**src/rtl/hazard_response_ctrl.sv**
```systemverilog
// Consumes the ID-stage stall and redirect requests and turns them into pipeline write-enables,
// bubble and flush controls. It also runs a consecutive-stall watchdog and stall/flush counters.
module hazard_response_ctrl #(
    parameter int CNT_W     = 16,
    parameter int MAX_STALL = 4
) (
    input  logic             clk,
    input  logic             reset,
    input  logic             stallSignal,
    input  logic             lw_use_stall,
    input  logic             branch_taken,
    input  logic             jump,
    output logic             PCWrite,
    output logic             IF_ID_write,
    output logic             IF_ID_flush,
    output logic             ID_EX_bubble,
    output logic             stall_active,
    output logic             stall_timeout,
    output logic [CNT_W-1:0] stall_count,
    output logic [CNT_W-1:0] flush_count
);

    typedef enum logic [1:0] {RUN, STALL, TIMEOUT} stateT;

    localparam logic [4:0]       maxStallLen = 5'(MAX_STALL);
    localparam logic [CNT_W-1:0] cntMax      = {CNT_W{1'b1}};

    stateT      state, nextState;
    logic [3:0] runLen, nextRunLen;
    logic [4:0] runLenInc;
    logic       stallReq, redirect;

    assign stallReq  = stallSignal | lw_use_stall;
    assign redirect  = (branch_taken | jump) & ~stallReq;
    assign runLenInc = {1'b0, runLen} + 5'd1;

    always_ff @(posedge clk) begin
        if (reset) begin
            state  <= RUN;
            runLen <= 4'd0;
        end else begin
            state  <= nextState;
            runLen <= nextRunLen;
        end
    end

    // TIMEOUT is sticky; only reset brings the FSM back to RUN.
    always_comb begin
        nextState  = state;
        nextRunLen = 4'd0;
        if (stallReq) begin
            nextRunLen = (runLen == 4'hF) ? 4'hF : runLen + 4'd1;
        end
        case (state)
            RUN: begin
                if (stallReq) begin
                    nextState = STALL;
                end
            end
            STALL: begin
                if (!stallReq) begin
                    nextState = RUN;
                end else if (runLenInc > maxStallLen) begin
                    nextState = TIMEOUT;
                end
            end
            TIMEOUT: nextState = TIMEOUT;
            default: nextState = RUN;
        endcase
    end

    // Pipeline controls follow the live requests so the watchdog never overrides them.
    always_comb begin
        PCWrite       = ~reset & ~stallReq;
        IF_ID_write   = ~reset & ~stallReq;
        ID_EX_bubble  = reset | stallReq;
        IF_ID_flush   = reset | redirect;
        stall_timeout = (state == TIMEOUT);
    end

    always_ff @(posedge clk) begin
        if (reset) begin
            stall_active <= 1'b0;
            stall_count  <= '0;
            flush_count  <= '0;
        end else begin
            stall_active <= stallReq;
            if (stallReq && (stall_count != cntMax)) begin
                stall_count <= stall_count + CNT_W'(1);
            end
            if (redirect && (flush_count != cntMax)) begin
                flush_count <= flush_count + CNT_W'(1);
            end
        end
    end

endmodule

```
**config.mk**
```make
export PLATFORM = sky130hd
export DESIGN_NAME = hazard_response_ctrl
export DESIGN_NICKNAME = d
export VERILOG_FILES = /design/src/rtl/hazard_response_ctrl.sv
export SDC_FILE = /design/constraint.sdc
export NUM_CORES = 1
export LEC_CHECK = 0
export CORE_MARGIN = 4
export CORE_UTILIZATION = 45
export DETAILED_ROUTE_END_ITERATION = 8
export MAX_ROUTING_LAYER = met4
export PLACE_DENSITY = 0.75
export SETUP_SLACK_MARGIN = 0.05
export SYNTH_ARGS = -nofsm -noshare
export SYNTH_HDL_FRONTEND = slang
export SYNTH_SLANG_ARGS = --single-unit
```
**constraint.sdc**
```tcl
create_clock -name clk -period 1.75 [get_ports clk]
set_input_delay 0.35 -clock clk [delete_from_list [all_inputs] [get_ports clk]]
set_output_delay 0.35 -clock clk [all_outputs]
set_load 0.05 [all_outputs]
```
After elaboration in Yosys (flattened, before gate mapping)
Cells that the tools add are included.

Register bits: 39. Bits in latches: 0. RAM bits: 0. Bits in read-only memories: 0. Bits of input ports: 6. Output and inout port bits: 38. Logic and storage cells: 35. Memories kept: 0.

Add/sub/neg operators: 4. Multiply operators: 0. Div/mod/pow operators: 0. $lt $le $gt $ge: 1. Equality and inequality tests: 7. Shift operators: 0. Muxes and demuxes: 5. Bitwise gates (word level): 8. Reduce and logical (&&, ||, !) cells: 5.

Operators by type and width (count): 16-bit by 1-bit adder with 16-bit output, second input constant (2); 16-bit inequality test, second input constant (2); 2-bit two-way mux (3); 2-bit case mux with 3 select lines (1); 4-bit by 1-bit adder with 5-bit output, second input constant (1); 5-bit by 3-bit greater-than comparator with 1-bit output, second input constant (1); 4-bit by 1-bit adder with 4-bit output, second input constant (1); 4-bit == test, second input constant (1); 4-bit two-way mux (1); 1-bit OR (4); 3-bit inequality test, second input constant (1); 1-bit AND (2); 2-bit by 1-bit == test with 1-bit output, second input constant (1); 2-bit == test, second input constant (1); 1-bit logical AND (2); 2-bit logical NOT (1); 2-bit inequality test, second input constant (1); 1-bit NOT (2); 2-bit AND reduction (1); 2-bit OR reduction (1).

Logic depth before layout (Yosys ltp)
Gate-level depths: netlist of run 1.

Word-level depth: 5. Gate-level depth with buffers: 6.

Worst setup path after synthesis of run 1
Ideal clock, no wire load.

Path kind: flip-flop to flip-flop. From: register stall_count[5]. To: register stall_count[15]. Data arrival time: 2.134 ns. Required time: 1.680 ns. Setup slack: -0.455 ns. Cell stages (with the launch flop): 5. Path buffers: 0. Period minus slack after synthesis: 2.205 ns. Cell sequence: dfxtp_1 > nand4_4 > or4_4 > or4_1 > a21oi_1.

Cells in the longest elaborated chain, start to end: 2.

Ends and longest elaborated chain: from (decl) (line 19) `output logic [CNT_W-1:0] stall_count,`; from (signal assigned) (line 89) `stall_count <= stall_count + CNT_W'(1);`; parallel branches: the longest is 2 deep, another holds 16-bit by 1-bit adder with 16-bit output.

Parallel ways; which one is timed is not known. A chain may end at the register's enable or synchronous reset.

Final worst setup path of run 1
From: register stall_count[9]. To: register stall_count[13].

Same word-level chain as after synthesis.

==> results by group, run 1 <==
Status
  • Outcome: finished clean

STA
  • Unrepaired setup endpoints after global routing: yes
  • Final setup viols: 0
  • Worst slack on hold paths: 421 ps
  • F_max: 611 MHz
  • Least-Margin Pin Slew: 392 ps
  • Minimum setup slack in the final design: 114 ps
  • Tcrit/Tclk final: 93.5%
  • Slew margin rel.: 73.7%
  • Final min period: 1640 ps
  • Final number of max-transition violations: 0
  • Setup skew after layout: 7.22 ps
  • Hold violation total from the final report: 0

Clock tree
  • Latest clock arrival within the worst-skew pair: 290 ps
  • Longest Clk Path Bufs: 2
  • Root cell of the clock tree: clkbuf_8
  • Number of buffers created by CTS: 5
  • Post-CTS Hold Fix Bufs: 0
  • Clock sink count: 39
  • H-Tree Depth: 2
  • CTS clock-pin slew for the worst setup and hold paths: 70 ps
  • CTS tree: done

Worst setup path
  • Startpoint of the worst setup timing path: stall_count[9]
  • Ordered list of cells on the worst path: nand3_4 -> or4_4 -> or3_2 -> a21oi_2
  • Critical path buffer and inverter count: 0
  • Endpoint kind of the worst setup timing path: flop
  • Type of the worst setup path: reg -> reg
  • Reg-to-reg critical path startpoint: stall_count[9]
  • WP depth: 4
  • Critical path data required time: 1980 ps
  • Arrival time of data at the critical path endpoint: 1870 ps
  • Top cell family by delay on the critical path: simple AND/OR/NAND/NOR gates
  • Startpoint types: flop
  • Count of cells along the worst register-to-register path: 4
  • Worst path slowest cell: or4_4
  • Max stage delay on crit path: 530 ps
  • Highest fanout seen on the critical path: 5

Synthesis
  • Syn Std Cell Area: 0.00201 sq mm
  • Register bit count reported by yosys: 39
  • Multiplexer share of the synthesized area: 4.93%
  • Post-synthesis share of cell area spent on full adders, half adders and majority gates: 2.49%
  • Number of enable-type register cells in the synthesized netlist: 0
  • Number of nets in the synthesized netlist: 246
  • Number of distinct library cells after synthesis: 38
  • Fraction of the yosys area taken by sequential cells: 38.9%
  • Average cell area after synthesis: 8.50 sq um
  • Synth warnings: 0
  • Proportion of synthesized flip-flops having asynchronous set or reset: 0%
  • Compound-cell area share of the yosys netlist: 20.1%
  • Main synth FF type: dfxtp_1
  • Cell count after synthesis: 236
  • Area share of xor/xnor cells in the synthesized design: 0.436%
  • Largest family of logic cells by synthesized area: simple AND/OR/NAND/NOR gates
  • Share of synthesized cell area in and, or, nand and nor gates: 29.4%

Place
  • Number of port buffers: 43
  • Dpl ws: -441 ps
  • Final HPWL from detailed placement: 3850 um
  • Final RePlAce weighted congestion: 0.806

Drt
  • Post-detailed-route DRC marker count: 0
  • Amount of wire on met3 after detailed routing: 291 um
  • Wire length reported by the detailed router: 5090 um
  • Met1 wire length: 2230 um
  • Uppermost metal layer occupied by signal nets: met4
  • Violation count after the first detailed-routing iteration: 132
  • DR WL/cell: 14.2 um
  • DR vias/cell: 5.72
  • Total iterations of the first detailed-routing run: 4
  • Total number of vias: 2055
  • Post-detailed-route count of antenna-violating nets: 0
  • Met2 layer wire length in the routed design: 2490 um

Power and ir drop
  • Combinational group share of total power: 11.5%
  • Internal power: 1.32 mW
  • Seq pwr share: 50.6%
  • Overall power consumption: 1.77 mW
  • Switching power summed over all nets: 453 uW
  • Switching share of power: 25.6%
  • Static leakage power: 1.11 nW
  • Clock power frac: 37.9%
  • Power density relative to cell area: 600 mW/mm^2
  • Highest ir drop seen on vdd: 0.544 mV

Die
  • Standard cell core area: 0.00432 sq mm
  • Area of the die: 0.00559 sq mm
  • Number of top-level pins: 44
  • Initial Utilization: 46.4%
  • Std-Cell Rows: 24
  • Die extent in x: 74.8 um
  • Chip Height: 74.8 um

Cells and area
  • Net count, final: 316
  • Fraction of layout cells with a size suffix above 1: 47.9%
  • Antenna cell count: 0
  • Number of filler instances in the final layout: 362
  • Share of the core filled with cells: 68.1%
  • Area added between synthesis and finish: 46.8%

Global routing
  • Number of antenna violations at the first check in global routing: 0
  • Number of global-route vias before repair: 1872
  • Total routing usage reported by global routing: 20.2%
  • Total overflow reported by the global router: 0
  • First-pass GRT wire length: 8480 um
  • Pin count of the biggest net entering global routing: 17

Min path
  • Hold Startpoint: state[1]
  • WHS Path Cells: 1
  • Worst hold path class: reg -> reg

Flow run
  • Max-cap viol count: 0
-- cell usage after synthesis, types with 7 or more instances --
| cell | count | area [sq um] |
|---|---|---|
| dfxtp_1 | 39 | 781 |
| a21oi_1 | 27 | 135 |
| nand2_1 | 20 | 75.1 |
| o31ai_1 | 14 | 105 |
| nand3_1 | 13 | 65.1 |
| nor2_1 | 12 | 45.0 |
| or4_1 | 11 | 82.6 |
| clkbuf_1 | 10 | 37.5 |
| inv_1 | 8 | 30.0 |
| mux2_2 | 7 | 78.8 |
| nand4_1 | 7 | 43.8 |
| nor2b_1 | 7 | 43.8 |
| o21ai_0 | 7 | 35.0 |
-- worst reg2reg max path, delay by kind of cell, from the launching register on --
kind	cells	cell delay (ps)
simple gates	3	1070
flops	1	380
compound gates	1	110
-- state kept, by name, summed over array words and instances, names as in the netlist --
signal / cells
runLen: 4
stall_count: 16
stall_active: 1
state: 2
flush_count: 16
-- worst paths after layout --
check / to / slack, ps
max reg2reg: stall_count[13] / 110
min: state[0] / 420
min reg2reg: state[0] / 420
max: stall_count[13] / 110
-- layer usage --
metal	up-vias	global-route usage, %
li1	1043	-
met1	956	24.3
met4	0	6.32
met5	-	-
met2	50	32.7
met3	6	5.61
-- final cells by class --
class                   instances  area (sq um)  share of cell area [%]
flip-flops and latches         39           877                    29.8
inverters                       8          33.8                    1.15
repair buffers                 74           601                    20.4
well taps                      52          65.1                    2.21
multi-input cells             178          1270                    43.1
clock buffers                   8           100                    3.40
-- cells in the final DEF (no fill, tap or decap), types with 6 or more instances in the layout --
master	instances
nand3_1	12
o31ai_1	14
nand2_1	16
dfxtp_2	8
a21oi_1	24
nand4_1	7
dfxtp_1	8
or4_1	10
inv_1	6
nor2_1	12
o21ai_0	6
mux2_2	7
clkbuf_8	7
buf_4	66
dfxtp_4	23
nor2b_1	7
-- through the flow --
stage	cells	TNS, ps	cell area [sq um]
finish	359	0	2950
CTS	355	0	2880
global placement	347	-6140	2780
global route	359	0	2950
floorplan	236	0	2200
detailed placement	347	-7530	2780
-- power by group through the flow --
| stage | clock network, mW | logic (mW) | registers (mW) |
|---|---|---|---|
| after floorplan | 0 | 0.0853 | 0.949 |
| after global placement | 0 | 0.199 | 0.915 |
| after detailed placement | 0 | 0.203 | 0.916 |
| after CTS | 0.697 | 0.203 | 0.895 |
| after global routing | 0.736 | 0.220 | 0.898 |
| final | 0.671 | 0.203 | 0.895 |
-- cells by family after synthesis --
family / Yosys count
flip-flops: 39
adder cells (fa/ha/maj): 4
XOR/XNOR: 1
buffers and inverters: 19
AO/OA/AOI/OAI: 63
AND/OR/NAND/NOR: 101
multiplexers: 9
-- timing repair --
action | in CTS | in global routing
pin swaps | 2 | 6
endpoints found under the setup margin | 19 | 13
buffers inserted | 0 | 4
gates resized for setup | 8 | 10
No activity file was read; power rests on OpenSTA's default activity.
==> inputs of run 2 (changes only) <==
ABC_AREA = 1   (was default)
CORE_UTILIZATION = 53   (was 45)
CTS_BUF_LIST = sky130_fd_sc_hd__clkbuf_2   (was default)
PLACE_DENSITY = 0.82   (was 0.75)
clock period = 1.74 ns   (was 1.75 ns; I/O delays follow)
==> results by group, run 2 <==
Global routing
  • First-pass GRT wire length: 8800 um
  • Total routing usage reported by global routing: 21.3%
  • Met2 track demand over resource: 35.9%
  • Pin count of the biggest net entering global routing: 17
  • Layer with the highest usage after global routing: met2
  • Number of antenna violations at the first check in global routing: 0
  • Number of global-route vias before repair: 2132
  • Met3 Usage GRT: 3.46%
  • Total overflow reported by the global router: 0
  • Met1 GRT Util: 24.9%

Worst setup path
  • Critical path data required time: 1390 ps
  • Critical path endpoint: PCWrite
  • RR Endpoint: flush_count[9]
  • Startpoint types: primary input
  • Endpoint kind of the worst setup timing path: primary output
  • Type of the worst setup path: in -> out
  • Highest fanout seen on the critical path: 4
  • Startpoint of the worst setup timing path: reset
  • Arrival time of data at the critical path endpoint: 1270 ps
  • Ordered list of cells on the worst path: clkdlybuf4s50_1 -> nor2_2 -> buf_4 -> buf_12
  • Worst path slowest cell: clkdlybuf4s50_1
  • Max stage delay on crit path: 480 ps
  • Count of cells along the worst register-to-register path: 8
  • Reg-to-reg critical path startpoint: flush_count[0]
  • Slack of the worst reg-to-reg path: 150 ps

Clock tree
  • CTS tree: done
  • CTS clock-pin slew for the worst setup and hold paths: 190 ps
  • Latest clock arrival within the worst-skew pair: 390 ps
  • H-Tree Depth: 2
  • Post-CTS Hold Fix Bufs: 0
  • Number of buffers created by CTS: 5
  • Longest Clk Path Bufs: 2
  • Root cell of the clock tree: clkbuf_2
  • Clock sink count: 39

Drt
  • DR WL/cell: 11.8 um
  • Wire length reported by the detailed router: 5470 um
  • DR vias/cell: 5.12
  • Post-detailed-route DRC marker count: 0
  • Violation count after the first detailed-routing iteration: 110
  • Total number of vias: 2367
  • Total iterations of the first detailed-routing run: 5
  • Post-detailed-route count of antenna-violating nets: 0

Power and ir drop
  • Switching share of power: 29.5%
  • Clock power frac: 25.3%
  • Seq pwr share: 58.1%
  • Overall power consumption: 1.61 mW
  • Power density relative to cell area: 553 mW/mm^2
  • Combinational group share of total power: 16.5%
  • Static leakage power: 1.23 nW
  • Highest ir drop seen on vdd: 0.420 mV
  • Switching power summed over all nets: 476 uW
  • Internal power: 1.14 mW

Die
  • Standard cell core area: 0.00400 sq mm
  • Initial Utilization: 54.9%
  • Area of the die: 0.00524 sq mm
  • Chip Height: 72.4 um
  • Std-Cell Rows: 23
  • Number of top-level pins: 44
  • Die extent in x: 72.4 um

Cells and area
  • Antenna cell count: 0
  • Most common cell after layout, fill and taps aside: nand2_1
  • Commonest cells after routing, fill and taps aside: 106 x nand2_1, 61 x buf_4, 46 x nor2_1, 36 x inv_1, 32 x dfxtp_1
  • Fraction of layout cells with a size suffix above 1: 26.2%
  • Area added between synthesis and finish: 32.7%
  • Largest registers: flush_count (16), stall_count (16), runLen (4)
  • Number of filler instances in the final layout: 346
  • Net count, final: 421

Synthesis
  • Number of nets in the synthesized netlist: 349
  • Fraction of the yosys area taken by sequential cells: 35.5%
  • Number of distinct library cells after synthesis: 27
  • Average cell area after synthesis: 6.48 sq um
  • Main synth FF type: dfxtp_1
  • Library cell with the largest summed area after synthesis: dfxtp_1
  • Syn Std Cell Area: 0.00220 sq mm
  • Number of enable-type register cells in the synthesized netlist: 0
  • Largest cells by area after synthesis: dfxtp_1 36%, nand2_1 18%, nor2_1 8.4%
  • Register bit count reported by yosys: 39
  • Proportion of synthesized flip-flops having asynchronous set or reset: 0%
  • Synth warnings: 0
  • Most numerous cell in the Yosys netlist: nand2_1
  • Portion of synthesized cell area occupied by the leading cell type: 35.5%
  • Most numerous cell types in the synthesized netlist: 107 x nand2_1, 49 x nor2_1, 39 x dfxtp_1
  • Cell count after synthesis: 339

STA
  • Setup skew after layout: 13.4 ps
  • Worst slack on hold paths: 479 ps
  • Slew margin rel.: 78.0%
  • Hold violation total from the final report: 0
  • Least-Margin Pin Slew: 329 ps
  • F_max: 618 MHz
  • Final setup viols: 0
  • Final number of max-transition violations: 0
  • Final min period: 1620 ps
  • Unrepaired setup endpoints after global routing: no
  • Tcrit/Tclk final: 93.0%
  • Minimum setup slack in the final design: 121 ps

Min path
  • Worst hold path class: reg -> reg

Place
  • Number of port buffers: 43
  • Final HPWL from detailed placement: 4060 um
  • Final RePlAce weighted congestion: 0.893
  • Dpl ws: -101 ps

Flow run
  • Max-cap viol count: 0

Status
  • Outcome: finished clean
-- run 2: cell count changes after synthesis, moves of 7 or more --
cell,previous run,this run
o21ai_0,7,14
mux2_2,7,0
nor2b_1,7,0
nand2_1,20,107
nor2_1,12,49
clkbuf_1,10,2
o31ai_1,14,0
inv_1,8,37
or4_1,11,0
-- run 2: final cells by class --
class | instances | area [sq um] | share of cell area [%]
multi-input cells | 253 | 1230 | 42.1
flip-flops and latches | 39 | 790 | 27.1
repair buffers | 73 | 646 | 22.1
inverters | 39 | 149 | 5.11
well taps | 50 | 62.6 | 2.15
clock buffers | 7 | 35.0 | 1.20
clock inverters | 1 | 5.00 | 0.172
-- run 2: metal layers --
metal  vias to the layer above  share of wire (%)
met5                         -                  0
met4                         0                1.6
met3                        12                6.3
met2                        80                 49
met1                      1065                 44
li1                       1210                  -
-- run 2: how the worst min path moves through the flow --
| stage | startpoint | endpoint | slack [ps] | cells past startpoint |
|---|---|---|---|---|
| floorplan | reset | stall_active | 460 | 1 |
| global placement | stall_count[3] | stall_count[3] | 460 | 2 |
| detailed placement | stall_count[3] | stall_count[3] | 460 | 2 |
| CTS | stall_count[3] | stall_count[3] | 480 | 2 |
| global route | stall_count[3] | stall_count[3] | 510 | 2 |
| finish | stall_count[3] | stall_count[3] | 480 | 2 |
-- run 2: stage by stage --
stage,setup TNS [ps],std cells,cell area [sq um],util (%)
floorplan,-44.5,339,2210,-
global placement,-32.7,451,2840,70.9
detailed placement,-640,451,2840,70.9
CTS,0,459,2880,71.9
global route,0,462,2920,72.9
finish,0,462,2920,72.9
-- run 2: power by group through the flow --
| stage | registers [mW] | clock network [mW] | logic, mW |
|---|---|---|---|
| 2_1_floorplan | 0.987 | 0 | 0.124 |
| 3_3_place_gp | 0.954 | 0 | 0.259 |
| 3_5_place_dp | 0.956 | 0 | 0.261 |
| 4_1_cts | 0.937 | 0.412 | 0.261 |
| 5_1_grt | 0.941 | 0.448 | 0.288 |
| 6_report | 0.937 | 0.408 | 0.267 |
-- run 2: cells by family (layout without fill, tap and decap cells) --
family | after synthesis | in the layout | synth area share (%)
simple gates | 198 | 198 | 38.9
compound gates | 43 | 43 | 10.8
flops | 39 | 39 | 35.5
buf+inv | 47 | 120 | 9.34
fa+ha+maj | 4 | 4 | 2.28
xor+xnor | 8 | 8 | 3.19
-- run 2: what timing repair did --
| item | CTS | global route |
|---|---|---|
| hold endpoints to repair | 0 | 0 |
| buffers inserted | 0 | 3 |
| resized for setup | 3 | 7 |
| pin swaps | 2 | 2 |
| endpoints found under the setup margin | 4 | 17 |
-- run 2: worst max-delay path, delay by kind of cell --
kind | cells | cell delay [ps]
and+or+nand+nor | 1 | 170
buffers and inverters | 3 | 740
==> inputs of run 3 (changes only) <==
CORE_ASPECT_RATIO = 2   (was default)
CORE_UTILIZATION = 51   (was 53)
CTS_BUF_LIST = default   (was sky130_fd_sc_hd__clkbuf_2)
PLACE_DENSITY = 0.79   (was 0.82)
==> results by group, run 3 (synthesized netlist as in run 2, its figures left out) <==
Worst setup path
  • Max stage delay on crit path: 260 ps
  • Arrival time of data at the critical path endpoint: 1260 ps
  • Endpoint kind of the worst setup timing path: primary output
  • Reg-to-reg critical path startpoint: flush_count[1]
  • Type of the worst setup path: in -> out
  • Critical path data required time: 1390 ps
  • Startpoint of the worst setup timing path: stallSignal
  • Ordered list of cells on the worst path: dlygate4sd2_1 -> nor2_4 -> inv_1 -> nor2_2 -> buf_6 -> buf_12
  • Slack of the worst reg-to-reg path: 170 ps
  • Startpoint types: primary input
  • Count of cells along the worst register-to-register path: 12
  • RR Endpoint: flush_count[10]
  • Highest fanout seen on the critical path: 4
  • Worst path slowest cell: dlygate4sd2_1
  • Critical path endpoint: PCWrite

Clock tree
  • Latest clock arrival within the worst-skew pair: 300 ps
  • Root cell of the clock tree: clkbuf_8
  • Clock sink count: 39
  • Longest Clk Path Bufs: 2
  • CTS tree: done
  • H-Tree Depth: 2
  • Number of buffers created by CTS: 5
  • CTS clock-pin slew for the worst setup and hold paths: 80 ps

Power and ir drop
  • Seq pwr share: 44.1%
  • Switching power summed over all nets: 520 uW
  • Internal power: 1.60 mW
  • Combinational group share of total power: 12.9%
  • Switching share of power: 24.5%
  • Static leakage power: 1.32 nW
  • Clock power frac: 43.0%
  • Power density relative to cell area: 681 mW/mm^2
  • Highest ir drop seen on vdd: 0.692 mV

Cells and area
  • Fraction of layout cells with a size suffix above 1: 28.1%
  • Antenna cell count: 0
  • Combined area of the multi-input logic cells: 0.00124 sq mm
  • Most common cell after layout, fill and taps aside: nand2_1
  • Area added between synthesis and finish: 41.5%
  • Flip-flop and latch area: 790 sq um
  • Number of filler instances in the final layout: 340
  • Largest registers: flush_count (16), stall_count (16), runLen (4)
  • Net count, final: 429
  • Commonest cells after routing, fill and taps aside: 104 x nand2_1, 66 x buf_4, 46 x nor2_1, 37 x inv_1, 32 x dfxtp_1

STA
  • Unrepaired setup endpoints after global routing: yes
  • Final-layout setup total negative slack: 0 ps
  • Final min period: 1610 ps
  • Setup skew after layout: 13.4 ps
  • Slew margin rel.: 68.6%
  • F_max: 623 MHz
  • Final number of max-transition violations: 0
  • Least-Margin Pin Slew: 471 ps
  • Hold violation total from the final report: 0
  • Minimum setup slack in the final design: 134 ps
  • Final setup viols: 0
  • Tcrit/Tclk final: 92.3%

Global routing
  • Pin count of the biggest net entering global routing: 18
  • Total routing usage reported by global routing: 25.5%
  • Number of antenna violations at the first check in global routing: 0
  • Total overflow reported by the global router: 0
  • Number of global-route vias before repair: 2422
  • First-pass GRT wire length: 10200 um

Place
  • Number of port buffers: 43
  • Final HPWL from detailed placement: 4580 um
  • Final RePlAce weighted congestion: 0.861
  • Dpl ws: -267 ps

Die
  • Standard cell core area: 0.00413 sq mm
  • Std-Cell Rows: 33
  • Area of the die: 0.00549 sq mm
  • Die extent in x: 54.4 um
  • Number of top-level pins: 44
  • Initial Utilization: 53.2%
  • Chip Height: 101 um

Drt
  • Total iterations of the first detailed-routing run: 5
  • Post-detailed-route DRC marker count: 0
  • DR vias/cell: 5.18
  • Total number of vias: 2447
  • Wire length reported by the detailed router: 6100 um
  • DR WL/cell: 12.9 um
  • Post-detailed-route count of antenna-violating nets: 0
  • Violation count after the first detailed-routing iteration: 52

Flow run
  • Max-cap viol count: 0

Min path
  • Worst hold path class: in -> reg

Status
  • Outcome: finished clean
==> run 3: cell types whose count changed in the layout (fill, tap and decap cells not counted), sizes merged <==
cell           before  now
clkbuf              7    6
clkdlybuf4s50       3    2
bufinv              0    2
clkinv              1    0
dlymetal6s2s        0    1
buf                68   76
==> run 3: power groups by stage <==
stage / Clock [mW] / Sequential (mW) / Combinational [mW]
after floorplan: 0 / 0.987 / 0.124
after global placement: 0 / 0.953 / 0.264
after detailed placement: 0 / 0.954 / 0.268
after CTS: 0.925 / 0.934 / 0.270
after global routing: 0.967 / 0.937 / 0.293
final: 0.910 / 0.934 / 0.274
==> run 3: metal layers <==
metal | GRT usage [%] | share of wire (%) | vias to the layer above
li1 | - | - | 1222
met1 | 23.6 | 35 | 1135
met2 | 46.5 | 58 | 68
met3 | 3.70 | 3.5 | 22
met4 | 14.0 | 4.2 | 0
met5 | - | 0 | -
==> run 3: layout make-up <==
cell class	count	share of cell area, %
clock buffer	6	2.33
multi-input combinational	253	40.0
sequential	39	25.4
clock inverter	2	1.93
inverter	39	4.79
timing repair buffer	81	23.4
tap	52	2.09
==> run 3: worst min-delay path by stage <==
stage / end / cells past startpoint / startpoint / slack (ps)
after global routing: stall_count[15] / 2 / reset / 380
after detailed placement: stall_count[3] / 2 / stall_count[3] / 460
after floorplan: stall_active / 1 / reset / 460
after CTS: stall_count[3] / 2 / stall_count[3] / 470
after global placement: stall_count[3] / 2 / stall_count[3] / 450
final: stall_count[15] / 2 / reset / 370
==> run 3: metrics by stage <==
stage	cells	power (mW)	hold WS [ps]	cell area (sq um)	util, %
global placement	462	1.22	453	2920	70.7
global route	472	2.20	383	3110	75.3
floorplan	339	1.11	463	2210	-
detailed placement	462	1.22	455	2920	70.7
finish	472	2.12	375	3110	75.3
CTS	471	2.13	468	3070	74.2
==> run 3: repair_timing <==
item / 4_1_cts / 5_1_grt
endpoints found under the setup margin: 14 / 20
hold buffers: 0 / 0
pin swaps: 2 / 1
endpoints found under the hold margin: 0 / 0
buffers inserted: 1 / 1
resized for setup: 5 / 12
==> run 3: critical path: cells and delay by family <==
| family | cells | cell delay [ps] |
|---|---|---|
| AND/OR/NAND/NOR | 2 | 300 |
| buffers and inverters | 4 | 600 |
